<file path="config.mk">
export PLATFORM = sky130hd
export DESIGN_NAME = memory_stage
export DESIGN_NICKNAME = d
export VERILOG_FILES = /design/src/rtl/memory_stage_pkg.sv /design/src/rtl/memory_stage_stack_pointer_unit.sv /design/src/rtl/memory_stage.sv
export SDC_FILE = /design/constraint.sdc
export NUM_CORES = 1
export LEC_CHECK = 0
export BUFFER_PORTS_ARGS = -buffer_cell sky130_fd_sc_hd__buf_2
export CORE_MARGIN = 2
export CORE_UTILIZATION = 49
export CTS_CLUSTER_SIZE = 10
export DETAILED_ROUTE_END_ITERATION = 7
export GPL_TIMING_DRIVEN = 0
export PLACE_DENSITY = 0.81
export SLEW_MARGIN = 20
export SYNTH_ARGS = -nofsm -noshare
export SYNTH_HDL_FRONTEND = slang
export SYNTH_SLANG_ARGS = --single-unit
</file>
<file path="constraint.sdc">
create_clock -name clk -period 4.6 [get_ports clk]
set_input_delay 0.23 -clock clk [delete_from_list [all_inputs] [get_ports clk]]
set_output_delay 0.23 -clock clk [all_outputs]
set_load 0.01 [all_outputs]
</file>
<file path="src/rtl/memory_stage_pkg.sv">
// Shared types and constants for the memory stage and its stack pointer unit.
package memory_stage_pkg;

    localparam int ADDR_W_DEF  = 11;
    localparam int SP_INIT_DEF = 'h7FF;

    // Number of memory cycles an operation occupies.
    localparam logic [1:0] LEN_SINGLE   = 2'd1;
    localparam logic [1:0] LEN_CALL_RET = 2'd2;
    localparam logic [1:0] LEN_INT_RTI  = 2'd3;

    typedef enum logic [1:0] {
        ADDR_ALU = 2'b00,
        ADDR_SP  = 2'b01,
        ADDR_RD2 = 2'b10,
        ADDR_VEC = 2'b11
    } addr_sel_e;

    typedef enum logic [1:0] {
        WSRC_RD1      = 2'b00,
        WSRC_PC       = 2'b01,
        WSRC_FLAGS_PC = 2'b10,
        WSRC_RSVD     = 2'b11
    } wsrc_sel_e;

    typedef enum logic [1:0] {
        ST_IDLE = 2'b00,
        ST_W2   = 2'b01,
        ST_W3   = 2'b10
    } mem_state_e;

    // Length of the current operation; reserved wsrc behaves as a plain one-word push.
    function automatic logic [1:0] stack_op_len(input logic push, input logic pop,
                                                 input wsrc_sel_e wsrc,
                                                 input logic pc_mem, input logic pc_int);
        logic [1:0] len;
        len = LEN_SINGLE;
        if (push) begin
            if (wsrc == WSRC_PC)            len = LEN_CALL_RET;
            else if (wsrc == WSRC_FLAGS_PC) len = LEN_INT_RTI;
        end else if (pop) begin
            if (pc_int)      len = LEN_INT_RTI;
            else if (pc_mem) len = LEN_CALL_RET;
        end
        return len;
    endfunction

endpackage

</file>
<file path="src/rtl/memory_stage_stack_pointer_unit.sv">
// Stack pointer register; a signed delta in -3..+3 is committed once per stack operation.
module stack_pointer_unit #(
    parameter int                ADDR_W  = 11,
    parameter logic [ADDR_W-1:0] SP_INIT = '1
) (
    input  logic              clk,
    input  logic              reset,
    input  logic              commit_i,
    input  logic [2:0]        delta_i,
    output logic [ADDR_W-1:0] sp_o
);

    logic [ADDR_W-1:0] sp_q;
    logic [ADDR_W-1:0] sp_d;

    // Sign-extend the delta; arithmetic wraps modulo 2^ADDR_W.
    always_comb begin
        sp_d = sp_q;
        if (commit_i) sp_d = sp_q + {{(ADDR_W-3){delta_i[2]}}, delta_i};
    end

    // SP register with synchronous active-low reset.
    always_ff @(posedge clk) begin
        if (!reset) sp_q <= SP_INIT;
        else        sp_q <= sp_d;
    end

    assign sp_o = sp_q;

endmodule

</file>
<file path="src/rtl/memory_stage.sv">
// Memory pipeline stage: data-memory access, stack pointer, multi-word stack
// sequencing with upstream stall, and the MEM/WB buffer.
// Handshake: while stall is high the EX/MEM inputs must be held stable; the
// operation completes in the first cycle where stall is low, at whose edge the
// WB buffer and SP update.
module memory_stage
    import memory_stage_pkg::*;
#(
    parameter int                ADDR_W  = ADDR_W_DEF,
    parameter logic [ADDR_W-1:0] SP_INIT = ADDR_W'(SP_INIT_DEF)
) (
    input  logic              clk,
    input  logic              reset,
    input  logic [15:0]       ex_alu_result,
    input  logic [15:0]       ex_read_data1,
    input  logic [15:0]       ex_read_data2,
    input  logic [15:0]       ex_ldm_value,
    input  logic [15:0]       ex_inport_value,
    input  logic [31:0]       ex_pc_plus_one,
    input  logic [2:0]        ex_flags,
    input  logic              ex_mem_read,
    input  logic              ex_mem_write,
    input  logic              ex_mem_push,
    input  logic              ex_mem_pop,
    input  logic [1:0]        ex_addr_sel,
    input  logic [1:0]        ex_wsrc_sel,
    input  logic              ex_pc_choose_memory,
    input  logic              ex_pc_choose_interrupt,
    input  logic              ex_reg_write,
    input  logic [2:0]        ex_reg_write_address,
    input  logic [1:0]        ex_wb_sel,
    input  logic              ex_outport_enable,
    output logic [ADDR_W-1:0] dmem_addr,
    output logic [15:0]       dmem_wdata,
    output logic              dmem_we,
    output logic              dmem_re,
    input  logic [15:0]       dmem_rdata,
    output logic              stall,
    output logic              wb_reg_write,
    output logic [2:0]        wb_reg_write_address,
    output logic [1:0]        wb_wb_sel,
    output logic              wb_outport_enable,
    output logic [15:0]       wb_alu_result,
    output logic [15:0]       wb_mem_data,
    output logic [15:0]       wb_ldm_value,
    output logic [15:0]       wb_inport_value,
    output logic [31:0]       pc_from_memory,
    output logic              pc_from_memory_valid,
    output logic [2:0]        conditions_from_memory_pop,
    output logic [ADDR_W-1:0] sp_out,
    output mem_state_e        dbg_state_o
);

    mem_state_e        state_q, state_d;
    logic [1:0]        step;
    logic [1:0]        step_next;
    logic [1:0]        op_len;
    logic              last_cycle;
    logic              push_op, pop_op, stack_nop;
    logic [ADDR_W-1:0] sp;
    logic [ADDR_W-1:0] step_ext;
    logic [ADDR_W-1:0] base_addr;
    logic              we_raw, re_raw;
    logic              sp_commit;
    logic [2:0]        sp_delta;
    logic [15:0]       pop_hi_q, pop_lo_q;
    logic              unused_ok;

    assign unused_ok = ^{ex_read_data2[15:ADDR_W]};

    assign stack_nop = ex_mem_push & ex_mem_pop;
    assign push_op   = ex_mem_push & ~ex_mem_pop;
    assign pop_op    = ex_mem_pop & ~ex_mem_push;
    assign op_len    = stack_op_len(push_op, pop_op, wsrc_sel_e'(ex_wsrc_sel),
                                    ex_pc_choose_memory, ex_pc_choose_interrupt);

    // Word index within a multi-word op, derived from the FSM state.
    always_comb begin
        step = 2'd0;
        case (state_q)
            ST_W2:   step = 2'd1;
            ST_W3:   step = 2'd2;
            default: step = 2'd0;
        endcase
    end

    assign step_next  = step + 2'd1;
    assign last_cycle = (step_next >= op_len);
    assign step_ext   = {{(ADDR_W-2){1'b0}}, step};

    // Next-state: advance while words remain, otherwise return to IDLE.
    always_comb begin
        state_d = ST_IDLE;
        if (!last_cycle) state_d = (state_q == ST_IDLE) ? ST_W2 : ST_W3;
    end

    // FSM state register.
    always_ff @(posedge clk) begin
        if (!reset) state_q <= ST_IDLE;
        else        state_q <= state_d;
    end

    // Address and write-data selection; stack ops address relative to the un-updated SP.
    always_comb begin
        base_addr = '0;
        case (addr_sel_e'(ex_addr_sel))
            ADDR_ALU: base_addr = ex_alu_result[ADDR_W-1:0];
            ADDR_SP:  base_addr = sp;
            ADDR_RD2: base_addr = ex_read_data2[ADDR_W-1:0];
            default:  base_addr = '0;
        endcase
        if (push_op)     dmem_addr = sp - step_ext;
        else if (pop_op) dmem_addr = sp + step_ext + {{(ADDR_W-1){1'b0}}, 1'b1};
        else             dmem_addr = base_addr;

        dmem_wdata = ex_read_data1;
        if (push_op) begin
            case (wsrc_sel_e'(ex_wsrc_sel))
                WSRC_PC:
                    dmem_wdata = (step == 2'd0) ? ex_pc_plus_one[15:0] : ex_pc_plus_one[31:16];
                WSRC_FLAGS_PC: begin
                    if (step == 2'd0)      dmem_wdata = {13'b0, ex_flags};
                    else if (step == 2'd1) dmem_wdata = ex_pc_plus_one[15:0];
                    else                   dmem_wdata = ex_pc_plus_one[31:16];
                end
                default: dmem_wdata = ex_read_data1;
            endcase
        end
    end

    // Memory strobes: write beats read, vector address is read-only, push+pop is a NOP.
    always_comb begin
        we_raw = push_op |
                 (ex_mem_write & ~pop_op & ~stack_nop & (addr_sel_e'(ex_addr_sel) != ADDR_VEC));
        re_raw = ~we_raw & ~stack_nop & (pop_op | ex_mem_read);
        dmem_we = reset & we_raw;
        dmem_re = reset & re_raw;
        stall   = reset & ~last_cycle;
    end

    // SP moves once, by the full op length, on the final cycle.
    always_comb begin
        sp_commit = last_cycle & (push_op | pop_op);
        sp_delta  = push_op ? (3'd0 - {1'b0, op_len}) : {1'b0, op_len};
    end

    stack_pointer_unit #(
        .ADDR_W  (ADDR_W),
        .SP_INIT (SP_INIT)
    ) u_sp (
        .clk      (clk),
        .reset    (reset),
        .commit_i (sp_commit),
        .delta_i  (sp_delta),
        .sp_o     (sp)
    );

    // Capture the early words of a multi-word pop.
    always_ff @(posedge clk) begin
        if (!reset) begin
            pop_hi_q <= '0;
            pop_lo_q <= '0;
        end else if (pop_op) begin
            if (step == 2'd0) pop_hi_q <= dmem_rdata;
            if (step == 2'd1) pop_lo_q <= dmem_rdata;
        end
    end

    // Popped PC/flags with a one-cycle valid pulse after RET/RTI completes.
    always_ff @(posedge clk) begin
        if (!reset) begin
            pc_from_memory             <= '0;
            pc_from_memory_valid       <= 1'b0;
            conditions_from_memory_pop <= '0;
        end else begin
            pc_from_memory_valid <= 1'b0;
            if (last_cycle && pop_op && op_len != LEN_SINGLE) begin
                pc_from_memory_valid <= 1'b1;
                if (op_len == LEN_CALL_RET) begin
                    pc_from_memory <= {pop_hi_q, dmem_rdata};
                end else begin
                    pc_from_memory             <= {pop_hi_q, pop_lo_q};
                    conditions_from_memory_pop <= dmem_rdata[2:0];
                end
            end
        end
    end

    // MEM/WB buffer: loads on the final cycle, bubbles reg_write otherwise.
    always_ff @(posedge clk) begin
        if (!reset) begin
            wb_reg_write         <= 1'b0;
            wb_reg_write_address <= '0;
            wb_wb_sel            <= '0;
            wb_outport_enable    <= 1'b0;
            wb_alu_result        <= '0;
            wb_mem_data          <= '0;
            wb_ldm_value         <= '0;
            wb_inport_value      <= '0;
        end else if (last_cycle) begin
            wb_reg_write         <= ex_reg_write;
            wb_reg_write_address <= ex_reg_write_address;
            wb_wb_sel            <= ex_wb_sel;
            wb_outport_enable    <= ex_outport_enable;
            wb_alu_result        <= ex_alu_result;
            wb_mem_data          <= dmem_rdata;
            wb_ldm_value         <= ex_ldm_value;
            wb_inport_value      <= ex_inport_value;
        end else begin
            wb_reg_write         <= 1'b0;
        end
    end

    assign sp_out      = sp;
    assign dbg_state_o = state_q;

endmodule
</file>
* Yosys cells after proc, flatten, opt, wreduce, memory -nomap -nowiden
Index checks and enable logic that the tools add are counted.
W data, S select, Z words.
** Word-level totals
- Register bits after elaboration :: 152
- Input bits :: 150
- Output and inout port bits :: 150
- Logic and storage cells :: 84
** Operators by class
- Add/sub/neg operators :: 6
- $lt $le $gt $ge :: 1
- Eq/ne operators :: 10
- Mux-type cells :: 19
- Bitwise gates (word level) :: 23
- Reductions and logical operators :: 10
** Operators with widths (number)
- $mux W16 :: 5
- $pmux W11 S3 :: 1
- $pmux W16 S2 :: 1
- $mux W11 :: 2
- $mux W2 :: 7
- $and A1 B1 Y1 :: 12
- $add A11 B1 Y11 const B :: 1
- $add A11 B11 Y11 :: 1
- $add A11 B2 Y11 :: 1
- $sub A11 B2 Y11 :: 1
- $eq A2 B1 Y1 const B :: 4
- $eq A2 B2 Y1 const B :: 4
- $not A1 Y1 :: 8
- $reduce_and A2 Y1 :: 4
- $logic_not A2 Y1 :: 3
- $pmux W2 S2 :: 1
- $mux W3 :: 1
- $or A1 B1 Y1 :: 3
- $sub A1 B2 Y3 const A :: 1
- $add A2 B1 Y2 const B :: 1
- $ge A2 B2 Y1 :: 1
- $logic_and A1 B1 Y1 :: 2
- $ne A2 B1 Y1 const B :: 1
- $ne A2 B2 Y1 const B :: 1
- other kinds (2) :: 2

* Longest topological paths before layout
- Word-level depth :: 11
- Depth in mapped cells :: 14
- Gate-level depth less buffers :: 13

* By module
A second synthesis with hierarchy kept.
** Second synthesis, totals
- Cells, all modules :: 1010
- Area, all modules :: 8110.3 µm²
** Modules (own cells, without submodules)
- memory_stage :: instances 1, cells an instance 907, area each 7248.2 µm², sequential area each 2822.7 µm²
- stack_pointer_unit :: instances 1, cells an instance 103, area each 862.1 µm², sequential area each 220.2 µm²

* Worst setup path after synthesis
No wires, ideal clock.
- Path type :: input -> register
- From :: input ex_mem_pop
- To :: register u_sp.sp_q[10] (netlist: u_sp.sp_o[10])
- Setup time :: 0.121 ns
- Data arrival time :: 3.205 ns
- Data required time :: 4.479 ns
- Path slack :: 1.274 ns
- Stages on the path :: 13
- Buffers on the path :: 2
- Cell sequence :: inv_1 > ha_1 > clkbuf_1 > clkbuf_1 > a21oi_1 > ha_1 > o22ai_1 > fa_1 > a21o_1 > a221oi_1 > a21boi_0 > mux2i_1 > mux2_2
** Between the ends
- Longest elaborated chain between the ends :: 6
- Elaborated cells between the ends (all ways) :: 11
- Classes of those cells :: add/sub: 2; order compare: 1; mux: 3; bitwise: 5
** Ends and longest elaborated chain
- start, declared :: line memory_stage.sv:24 : input logic ex_mem_pop,
- $and A1 B1 Y1 / $not A1 Y1 (equally long branches) :: line memory_stage.sv:73, memory_stage.sv:72
- $mux W2 / $and A1 B1 Y1 (equally long branches) :: line memory_stage_pkg.sv:41, memory_stage.sv:72
- $mux W2 :: line memory_stage_pkg.sv:38 : if (push) begin
- $sub A1 B2 Y3 :: line memory_stage.sv:144 : sp_delta = push_op ? (3'd0 - {1'b0, op_len}) : {1'b0, op_len};
- $mux W3 :: line memory_stage.sv:144
- $add A11 B11 Y11 :: line memory_stage_stack_pointer_unit.sv:19 : if (commit_i) sp_d = sp_q + {{(ADDR_W-3){delta_i[2]}}, delta_i};
- end signal, assigned :: line memory_stage_stack_pointer_unit.sv:25 : else sp_q <= sp_d;
- end, declared :: line memory_stage_stack_pointer_unit.sv:13 : logic [ADDR_W-1:0] sp_q;
Several ways; a longest one is shown, not always the timed one.
A chain may end at the register's enable or synchronous reset.

* Worst setup path in the final report
Ends and elaborated chain as after synthesis.

==> flow_summary.html <==
<table>
<tr><th>Metric</th><th>Value</th></tr>
<tr><th colspan="2">Route</th></tr>
<tr><td>Remaining antenna violation count after routing</td><td>0</td></tr>
<tr><td>Detail Route met2 WL</td><td>between 10,000 and 15,000 um</td></tr>
<tr><td>Number of vias per cell after detailed routing</td><td>5.70</td></tr>
<tr><td>Wire length on met3</td><td>1740 um</td></tr>
<tr><td>Number of design-rule violations left by the first detailed-router iteration</td><td>between 500 and 600</td></tr>
<tr><td>Routed wire length</td><td>roughly 24,000 um</td></tr>
<tr><td>DRC viols</td><td>0</td></tr>
<tr><td>First-pass iteration count of the detailed router</td><td>5</td></tr>
<tr><td>Max Used Layer</td><td>met4</td></tr>
<tr><td>Wirelength per Cell</td><td>17.6 um</td></tr>
<tr><td>Routed metal-1 wire length</td><td>9670 um</td></tr>
<tr><td>Total number of vias</td><td>roughly 7,800</td></tr>
<tr><th colspan="2">Synth</th></tr>
<tr><td>Syn Area/Cell</td><td>8.92 sq um</td></tr>
<tr><td>Synthesized Nets</td><td>1,025</td></tr>
<tr><td>Proportion of register bits with asynchronous set or reset after synthesis</td><td>0%</td></tr>
<tr><td>Netlist area before placement</td><td>about 7500 sq um</td></tr>
<tr><td>Warnings, synthesis</td><td>0</td></tr>
<tr><td>Number of distinct standard cells referenced by the synthesized netlist</td><td>60</td></tr>
<tr><td>Share of the yosys chip area belonging to registers</td><td>40.4%</td></tr>
<tr><td>Cells after synthesis</td><td>about 850</td></tr>
<tr><td>Number of synthesized flops with an enable pin</td><td>0</td></tr>
<tr><td>Number of synthesized register bits</td><td>152</td></tr>
<tr><td>Commonest register cell after synthesis</td><td>dfxtp_1</td></tr>
<tr><th colspan="2">Final layout</th></tr>
<tr><td>Filler instances</td><td>1,307</td></tr>
<tr><td>Top library cells by usage in the layout, fill and taps aside</td><td>buf_2 (306), dfxtp_1 (152), nand2_1 (119)</td></tr>
<tr><td>Area occupied by registers</td><td>3040 sq um</td></tr>
<tr><td>Footprint of the multi-input gates</td><td>about 4100 sq um</td></tr>
<tr><td>Final cell utilization of the core</td><td>approximately two thirds</td></tr>
<tr><td>Leading cell type in the layout, fill and taps excluded</td><td>buf_2</td></tr>
<tr><td>Share of final-layout standard cells stronger than drive strength 1</td><td>about a third</td></tr>
<tr><td>Count of antenna diodes in the layout</td><td>0</td></tr>
<tr><td>Syn-to-layout area delta</td><td>30.2%</td></tr>
<tr><td>Nets</td><td>~1,300</td></tr>
<tr><th colspan="2">STA</th></tr>
<tr><td>Post-layout min period</td><td>3960 ps</td></tr>
<tr><td>TNS Setup</td><td>0 ps</td></tr>
<tr><td>Worst-Margin Slew</td><td>~670 ps</td></tr>
<tr><td>Fmax</td><td>252 MHz</td></tr>
<tr><td>Final Cycle Share</td><td>86.1%</td></tr>
<tr><td>Setup violators final</td><td>0</td></tr>
<tr><td>Rel. slew slack</td><td>55.6%</td></tr>
<tr><td>Unrepaired setup endpoints after global routing</td><td>false</td></tr>
<tr><td>Max Slew Vio Count</td><td>0</td></tr>
<tr><td>Final worst clock skew</td><td>between 15 and 20 ps</td></tr>
<tr><td>Count of final hold-check violations</td><td>0</td></tr>
<tr><th colspan="2">Worst setup path</th></tr>
<tr><td>Reg-to-Reg Start</td><td>dbg_state_o[1]</td></tr>
<tr><td>Critical path required time</td><td>4910 ps</td></tr>
<tr><td>R2r setup slk</td><td>1870 ps</td></tr>
<tr><td>Endpoint type of the worst setup path</td><td>flip-flop</td></tr>
<tr><td>Number of cells traversed by the worst register-to-register path</td><td>9</td></tr>
<tr><td>Data arrival time of the worst path</td><td>4270 ps</td></tr>
<tr><td>Max FO, Critical Path</td><td>10</td></tr>
<tr><td>Kind of start point of the critical path</td><td>input pin</td></tr>
<tr><td>Critical path start-end classification</td><td>input pin to flip-flop</td></tr>
<tr><td>Capturing point of the worst reg2reg path</td><td>pc_from_memory[27]</td></tr>
<tr><th colspan="2">CTS</th></tr>
<tr><td>Clock tree from TritonCTS</td><td>yes</td></tr>
<tr><td>Clock buffers created by TritonCTS</td><td>17</td></tr>
<tr><td>Clock insertion delay at the later pin of the skew report</td><td>between 400 and 500 ps</td></tr>
<tr><td>Maximum buffer depth of the clock tree</td><td>2</td></tr>
<tr><td>Number of setup buffers added after CTS</td><td>0</td></tr>
<tr><td>Cell at the root of the clock tree</td><td>clkbuf_16</td></tr>
<tr><td>Sink Count</td><td>152</td></tr>
<tr><td>Clock transition at the registers of the reported paths</td><td>70 ps</td></tr>
<tr><td>Number of H-tree levels</td><td>4</td></tr>
<tr><td>Number of buffers added to fix hold violations after cts</td><td>0</td></tr>
<tr><td>Number of cells upsized or downsized after cts</td><td>0</td></tr>
<tr><th colspan="2">Floorplan</th></tr>
<tr><td>Number of rows in the core area</td><td>45</td></tr>
<tr><td>Die X</td><td>approximately 130 um</td></tr>
<tr><td>Total die area</td><td>16,400 sq um</td></tr>
<tr><td>Die span in y</td><td>128 um</td></tr>
<tr><td>Area of the core region</td><td>roughly 15,000 sq um</td></tr>
<tr><td>Starting density of the core</td><td>between 40% and 50%</td></tr>
<tr><td>Number of top-level design ports</td><td>300</td></tr>
<tr><th colspan="2">Pwr</th></tr>
<tr><td>Maximum ir drop on the vdd rail</td><td>0.266 mV</td></tr>
<tr><td>Leakage dissipation</td><td>~4.5 nW</td></tr>
<tr><td>Power after layout</td><td>around 0.0038 W</td></tr>
<tr><td>PD cells</td><td>386 nW/um^2</td></tr>
<tr><th colspan="2">Place</th></tr>
<tr><td>Number of port buffers</td><td>294</td></tr>
<tr><td>Total half-perimeter wirelength after legalization and detailed placement</td><td>18,300 um</td></tr>
<tr><td>Final weighted congestion of routability-driven global placement</td><td>just over 0.9</td></tr>
<tr><th colspan="2">GRT</th></tr>
<tr><td>Largest net degree at the start of global routing</td><td>17</td></tr>
<tr><td>Via count of the first global-routing pass</td><td>around 7,100</td></tr>
<tr><td>Wire length of the first global-routing pass</td><td>36,200 um</td></tr>
<tr><td>Number of antenna violations at the first check in global routing</td><td>0</td></tr>
<tr><td>All-layer global routing usage</td><td>between 20% and 30%</td></tr>
<tr><td>Overall overflow remaining after global route</td><td>0</td></tr>
<tr><th colspan="2">Min path</th></tr>
<tr><td>Worst hold path endpoint</td><td>wb_ldm_value[7]</td></tr>
<tr><td>Worst hold-check path type</td><td>input pin to flip-flop</td></tr>
<tr><td>Cell depth of the worst hold path</td><td>2</td></tr>
<tr><td>Hold_sp</td><td>ex_ldm_value[7]</td></tr>
<tr><th colspan="2">Status</th></tr>
<tr><td>Run status</td><td>finished, final reports clean</td></tr>
<tr><th colspan="2">Job</th></tr>
<tr><td>Max-cap check violation count</td><td>0</td></tr>
</table>
-- cells in the mapped netlist, drive strengths merged, types with 4 or more instances --
| cell type | instances | share of area, % |
|---|---|---|
| buf | 28 | 2.4 |
| nand2 | 119 | 5.9 |
| nor2 | 36 | 2.1 |
| and3 | 6 | 0.50 |
| clkbuf | 41 | 2.0 |
| a21oi | 93 | 6.2 |
| o221ai | 4 | 0.46 |
| o31ai | 5 | 0.50 |
| ha | 27 | 4.5 |
| nor2b | 8 | 0.66 |
| a2111oi | 7 | 0.90 |
| a21o | 5 | 0.50 |
| a221o | 4 | 0.53 |
| o211ai | 7 | 0.70 |
| a211oi | 21 | 2.1 |
| nand4 | 5 | 0.41 |
| inv | 17 | 0.85 |
| a221oi | 7 | 0.81 |
| nor3 | 7 | 0.68 |
| dfxtp | 152 | 40 |
| and2 | 5 | 0.41 |
| nand3 | 17 | 1.1 |
| o21ai | 39 | 2.6 |
| a22o | 70 | 8.1 |
| xnor2 | 5 | 0.58 |
| xor2 | 5 | 0.58 |
| mux2i | 50 | 6.6 |
| nand2b | 6 | 0.50 |
| mux2 | 17 | 2.5 |
-- registers in the layout (all words and copies together), names as in the netlist --
signal	count
conditions_from_memory_pop	3
dbg_state_o	2
pc_from_memory	32
pc_from_memory_valid	1
pop_hi_q	16
pop_lo_q	16
u_sp.sp_o	11
wb_alu_result	16
wb_inport_value	16
wb_ldm_value	16
wb_mem_data	16
wb_outport_enable	1
wb_reg_write	1
wb_reg_write_address	3
wb_wb_sel	2
-- cells by family after synthesis --
kind of cell    after synthesis  share of synthesized area [%]
compound gates              276                           24.8
mux                          67                           9.18
xor+xnor                     10                           1.16
fa+ha+maj                    32                           5.58
flops                       152                           40.4
simple gates                221                           13.5
buf+inv                      87                           5.38
-- stage by stage --
| step | cells | setup slack, ps | hold slack, ps | area, sq um |
|---|---|---|---|---|
| 4_1_cts | 1359 | 720 | 1.95 | 9810 |
| 3_3_place_gp | 1327 | 338 | 440 | 9250 |
| 5_1_grt | 1359 | 499 | 9.72 | 9810 |
| 6_report | 1359 | 640 | 17.8 | 9810 |
| 3_5_place_dp | 1327 | 299 | 445 | 9250 |
| 2_1_floorplan | 845 | 1270 | 355 | 7540 |
-- final cells by class --
type	count	share of cell area, %
Multi-Input combinational cell	606	41.7
Sequential cell	152	31.0
Timing Repair Buffer	294	15.0
Clock buffer	19	4.61
Buffer	69	3.44
Tap cell	188	2.40
Clock inverter	13	1.17
Inverter	18	0.688
-- power breakdown --
group          internal (W)  total (W)  switching (W)
Sequential          0.00141    0.00149      0.0000781
Combinational      0.000417   0.000970       0.000554
Clock              0.000735    0.00133       0.000592
-- worst max-delay path, stage by stage --
cell and delay (ps):
buf_2 120, inv_1 50, ha_1 270, clkbuf_1 440
clkbuf_1 480, a21oi_1 200, ha_1 320, o22ai_1 120
fa_1 470, a21o_1 190, a221oi_1 430, a21boi_0 290
mux2i_1 290, mux2_2 360
-- routing by layer --
metal | global-route usage, % | up-vias
met2 | 49.3 | 388
li1 | - | 3702
met1 | 32.7 | 3600
met3 | 6.09 | 60
met5 | 0 | -
met4 | 12.5 | 0
-- worst max-delay path by stage --
| stage | start | to | slack [ps] | cells after the start |
|---|---|---|---|---|
| after detailed placement | ex_mem_pop | u_sp.sp_o[10] | 300 | 14 |
| final | ex_mem_pop | u_sp.sp_o[10] | 640 | 14 |
| after global placement | ex_mem_pop | u_sp.sp_o[10] | 340 | 14 |
| after global routing | ex_mem_pop | u_sp.sp_o[10] | 500 | 14 |
| after floorplan | ex_mem_pop | u_sp.sp_o[10] | 1270 | 13 |
| after CTS | ex_mem_pop | u_sp.sp_o[10] | 720 | 14 |
Power figures use the tool's default switching activity.
